[config.mk]
export PLATFORM = sky130hd
export DESIGN_NAME = divider_flat
export DESIGN_NICKNAME = d
export VERILOG_FILES = /design/src/rtl/divider_if.sv /design/src/rtl/divider.sv /design/src/flat_wrapper.sv
export SDC_FILE = /design/constraint.sdc
export NUM_CORES = 1
export LEC_CHECK = 0
export CAP_MARGIN = 10
export CORE_MARGIN = 1
export CORE_UTILIZATION = 60
export DETAILED_ROUTE_END_ITERATION = 10
export HOLD_SLACK_MARGIN = 0.1
export PLACE_DENSITY = 0.93
export SYNTH_ARGS = -nofsm -noshare
export SYNTH_HDL_FRONTEND = slang
export SYNTH_SLANG_ARGS = --single-unit
export TNS_END_PERCENT = 30
[constraint.sdc]
create_clock -name clk -period 8.2 [get_ports clk]
set_input_delay 2.05 -clock clk [delete_from_list [all_inputs] [get_ports clk]]
set_output_delay 2.05 -clock clk [all_outputs]
set_load 0.01 [all_outputs]
[src/rtl/divider_if.sv]
// Operand/result bundle for the iterative 32-bit RV32M divider.
// The master issues operands and the load strobe; the slave returns busy and the result.
interface divider_if;
   logic [31:0] a;
   logic [31:0] b;
   logic        ud;
   logic        rm;
   logic        load;
   logic        busy;
   logic [31:0] out;

   modport master (
      output a, b, ud, rm, load,
      input  busy, out
   );

   modport slave (
      input  a, b, ud, rm, load,
      output busy, out
   );
endinterface

[src/rtl/divider.sv]
// Restoring shift-subtract divider for DIV/DIVU/REM/REMU, one quotient bit per cycle.
// A last-operand cache lets a repeated request (e.g. DIV then REM) return without recomputing.
module divider (
   input  logic     clk,
   input  logic     reset,
   divider_if.slave dif
);

   typedef enum logic {IDLE, RUN} state_t;

   state_t      state, state_nxt;
   logic [5:0]  cnt, cnt_nxt;

   logic        valid;
   logic        cud;
   logic [31:0] ca, cb;

   logic        sa, sb, bz;
   logic [31:0] q, r, mb;

   logic signed [31:0] a_s, b_s;
   logic        a_neg, b_neg;
   logic        iload, last;
   logic [32:0] rp, diff;
   logic        ge;
   logic [31:0] r_step, q_step;

   // Conditional two's-complement negation, used for magnitudes and final sign fix-up.
   function automatic logic [31:0] cneg(input logic [31:0] x, input logic neg);
      return neg ? (~x + 32'd1) : x;
   endfunction

   assign a_s   = signed'(dif.a);
   assign b_s   = signed'(dif.b);
   assign a_neg = ~dif.ud & (a_s < 0);
   assign b_neg = ~dif.ud & (b_s < 0);

   assign iload = dif.load & (~valid | ({dif.ud, dif.a, dif.b} != {cud, ca, cb}));
   assign last  = (state == RUN) & (cnt == 6'd1) & ~iload;

   assign dif.busy = iload | (state == RUN);
   assign dif.out  = dif.rm ? r : q;

   // The dividend magnitude shifts out of q MSB first while quotient bits shift in.
   always_comb begin
      rp     = {r, q[31]};
      diff   = rp - {1'b0, mb};
      ge     = (rp >= {1'b0, mb});
      r_step = ge ? diff[31:0] : rp[31:0];
      q_step = {q[30:0], ge};
   end

   always_comb begin
      state_nxt = state;
      cnt_nxt   = cnt;
      if (iload) begin
         state_nxt = RUN;
         cnt_nxt   = 6'd32;
      end else if (state == RUN) begin
         cnt_nxt = cnt - 6'd1;
         if (cnt == 6'd1)
            state_nxt = IDLE;
      end
   end

   always_ff @(posedge clk or posedge reset) begin
      if (reset) begin
         state <= IDLE;
         cnt   <= 6'd0;
      end else begin
         state <= state_nxt;
         cnt   <= cnt_nxt;
      end
   end

   // A new load takes priority over any step in flight, aborting it.
   always_ff @(posedge clk or posedge reset) begin
      if (reset) begin
         valid <= 1'b0;
         cud   <= 1'b0;
         ca    <= 32'd0;
         cb    <= 32'd0;
         sa    <= 1'b0;
         sb    <= 1'b0;
         bz    <= 1'b0;
         q     <= 32'd0;
         r     <= 32'd0;
         mb    <= 32'd0;
      end else if (iload) begin
         valid <= 1'b1;
         cud   <= dif.ud;
         ca    <= dif.a;
         cb    <= dif.b;
         sa    <= a_neg;
         sb    <= b_neg;
         bz    <= (dif.b == 32'd0);
         q     <= cneg(dif.a, a_neg);
         r     <= 32'd0;
         mb    <= cneg(dif.b, b_neg);
      end else if (state == RUN) begin
         if (last) begin
            q <= cneg(q_step, (sa ^ sb) & ~bz);
            r <= cneg(r_step, sa);
         end else begin
            q <= q_step;
            r <= r_step;
         end
      end
   end

endmodule

[src/flat_wrapper.sv]
// flat-port wrapper written by rule: the top's interface ports become plain ports
module divider_flat 
  (clk, reset, dif_a, dif_b, dif_ud, dif_rm, dif_load, dif_busy, dif_out);
  divider_if dif_i ();
  input  logic clk;
  input  logic reset;
  input wire logic [$bits(dif_i.a)-1:0] dif_a;
  input wire logic [$bits(dif_i.b)-1:0] dif_b;
  input wire logic [$bits(dif_i.ud)-1:0] dif_ud;
  input wire logic [$bits(dif_i.rm)-1:0] dif_rm;
  input wire logic [$bits(dif_i.load)-1:0] dif_load;
  output wire logic [$bits(dif_i.busy)-1:0] dif_busy;
  output wire logic [$bits(dif_i.out)-1:0] dif_out;
  assign dif_i.a = dif_a;
  assign dif_i.b = dif_b;
  assign dif_i.ud = dif_ud;
  assign dif_i.rm = dif_rm;
  assign dif_i.load = dif_load;
  assign dif_busy = dif_i.busy;
  assign dif_out = dif_i.out;
  divider u_core (.clk(clk), .reset(reset), .dif(dif_i));
endmodule
==> results.cfg <==
[clock_tree]
cts_made_buffers = 17
clock-root-buffer = clkbuf_16
h-tree-depth = 4
cts_tree = built
clock-sinks = 171
clk_pin_slew_ns = 0.07
cts_buffer_depth = 2
cts_hold_buf = 0
cts_setup_buffers = 0
cts.repair.resized = 0
insertion_delay_ns = 0.45

[min_path]
hold_path_class = register to register

[worst_setup_path]
path_class = primary input to primary output
cp_data_required_time_ns = 6.15
cp-start-kind = primary input
reg2reg_to = u_core.q[30]
endpoint_kind = primary output
rrSetupSlack_ns = 2.10
r2r_cells = 17
crit_arrival_ns = 5.09
timing.rr.start = u_core.r[7]
setup.worst_path.end = dif_busy
critical_path_peak_fanout = 6
crit_start = dif_a[13]

[job]
cap_viol_max_count = 0

[die]
ios = 102
design.die.area_mm2 = 0.02286
initial_utilization_pct = 61.21
core_area_mm2 = 0.02182
num_rows = 54
chipHeight_um = 151.2
fp.dieW_um = 151.2

[layout]
stdcell_count = 1933
layout_common_cells = dfrtp_1 (170), nand2_1 (169), nor2_1 (126), o21ai_0 (125), xor2_1 (121)
fin_nets = 1747
final_common_cell = dfrtp_1
drive_above_1_share_pct = 8.596
synthToLayoutAreaGrowth_pct = 13.22

[routing]
wirelength_um = 42950
dr_total_vias = 13011
first_iter_violations = 1462
dr.pass1.iters = 7
via_per_inst = 6.731
wl_per_cell_um = 22.22
drcViolationCount = 0
ant_nets = 0

[timing]
period_share_pct = 87.10
min_period_ns = 7.142
final-hold-violation-count = 0
layout_setup_ws_ns = 1.058
drv_slew = 0
relSlewSlack_pct = 25.46
worst_slew_pin_slew_ns = 1.115
clock_skew_ns = 0.01644
rsz0062_at_grt = no
timing.fmax_mhz = 140.0
whs_ns = 0.4737
tns_ns = 0
setup_viol = 0

[synthesis]
ys.flop_type = dfrtp_1
synth_area_mm2 = 0.01336
synth-edff-count = 0
synthTopCellsByArea = dfrtp_1 (32%), xor2_1 (7.9%), mux2_2 (6.6%), nand2_1 (4.7%), o21ai_0 (4.7%)
yosys.area.top_type_share_pct = 32.03
ys_ff_latch = 171
async_flop_share_pct = 100.0
synth-compound-area-share_pct = 19.75
yosysSeqAreaShare_pct = 32.03
syn_area_per_cell_um2 = 8.380
synth-adder-area-share_pct = 3.709
syn-num-nets = 1702
synth_mux_area_share_pct = 9.273
yosysUniqueCellTypes = 83
synthCells = 1594
synth_top_cell_by_area = dfrtp_1
synthSimpleGateAreaFrac_pct = 18.18
yosys.area_share.xor_xnor_pct = 12.39
synth_top_family_by_area = compound AO/OA/AOI/OAI gates
yosys_warnings = 0

[global_route]
grt_pass1_wl_um = 66530
antenna_found_initial = 1
track_usage_pct = 38.32
grt_max_degree = 195
grt_pass1_vias = 12410
overflow = 0

[status]
status = finished, final reports clean

[placement]
dp_slack_ns = 1.130
gp_congestion = 0.9685
io_buffers = 101
dp_cells = 1900
place_hpwl_um = 31480

[pwr]
power.total_w = 0.002782
peakVddDrop_uv = 146.2
cellPowerDensity_mw_per_mm2 = 183.9
leakagePower_nw = 6.325
-- synth_stat cells (5+ instances only) --
cell type    n
nor2_1     126
and3_1       9
clkbuf_1    60
nor2b_1      5
nand2_1    169
nor4_1      33
buf_1       14
mux2_2      78
a21oi_1     84
ha_1        38
a21o_1      13
or4_1       12
dfrtp_1    171
o211ai_1    34
nand2b_1    12
nand4_1     18
xnor2_1     68
xor2_1     121
inv_1       76
mux2i_1     36
or3_1       24
o22ai_1      9
o21ai_0    125
o41ai_1     10
a211oi_1    13
o31ai_1     28
nand3_1     32
buf_2       10
nor3_1      36
and2_1       9
o2bb2ai_1    8
a31oi_1     13
o21ai_1     15
-- kinds of logic after synthesis --
family / count (synthesis)
AO/OA/AOI/OAI: 409
XOR/XNOR: 189
flip-flops: 171
buffers and inverters: 162
adder cells (fa/ha/maj): 39
multiplexers: 114
AND/OR/NAND/NOR: 510
-- worst max-delay path, stage by stage --
cell and delay [ns]:
clkdlybuf4s50_1 0.59, nand2b_1 0.15, o2111ai_1 0.11, a2111oi_0 0.47, nand4_1 0.22, o41a_2 0.59
nor2_1 0.32, inv_1 0.10, clkdlybuf4s50_1 0.49
-- power breakdown --
part | leakage, nW | internal [W] | switching (W)
Clock | 0.303 | 0.000456 | 0.000409
Sequential | 2.10 | 0.000938 | 0.000105
Combinational | 3.92 | 0.000351 | 0.000523
Total | 6.32 | 0.00175 | 0.00104
-- state kept, by name, summed over array words and instances, names as in the netlist --
name          count
u_core.sb         1
u_core.sa         1
u_core.q         32
u_core.cnt        6
u_core.r         32
u_core.cb        31
u_core.cud        1
u_core.mb        32
u_core.bz         1
u_core.ca        32
u_core.valid      1
u_core.state      1
-- worst min path at each step --
stage                         endpoint          from  depth (start not counted)
after floorplan           u_core.valid  u_core.valid                          1
after global placement    u_core.valid  u_core.valid                          1
after detailed placement  u_core.valid  u_core.valid                          1
after CTS                 u_core.valid  u_core.valid                          1
after global routing      u_core.valid  u_core.valid                          1
final                     u_core.valid  u_core.valid                          1
-- area by class of cell --
class / count / area (um2)
Fill cell: 1658 / 6700
Tap cell: 280 / 350.3
Clock buffer: 19 / 452.9
Sequential cell: 171 / 4280
Clock inverter: 13 / 173.9
Antenna cell: 1 / 2.502
Timing Repair Buffer: 111 / 1099
Multi-Input combinational cell: 1261 / 8471
Inverter: 77 / 294.0
-- routing by layer --
metal,GRT usage [%],wire (um),share of wire [%],vias to the layer above
li1,-,-,-,5820
met2,59.09,19530,45,841
met5,0,0,0,-
met3,6.566,4171,9.7,194
met1,50.54,16580,39,6156
met4,22.35,2669,6.2,0
-- metrics by stage --
stage	utilization, %	cell area (um2)
after global placement	66.41	14490
after global routing	69.29	15120
after floorplan	-	13360
final	69.30	15120
after detailed placement	66.41	14490
after CTS	69.29	15120
(Power assumes the default switching activity.)
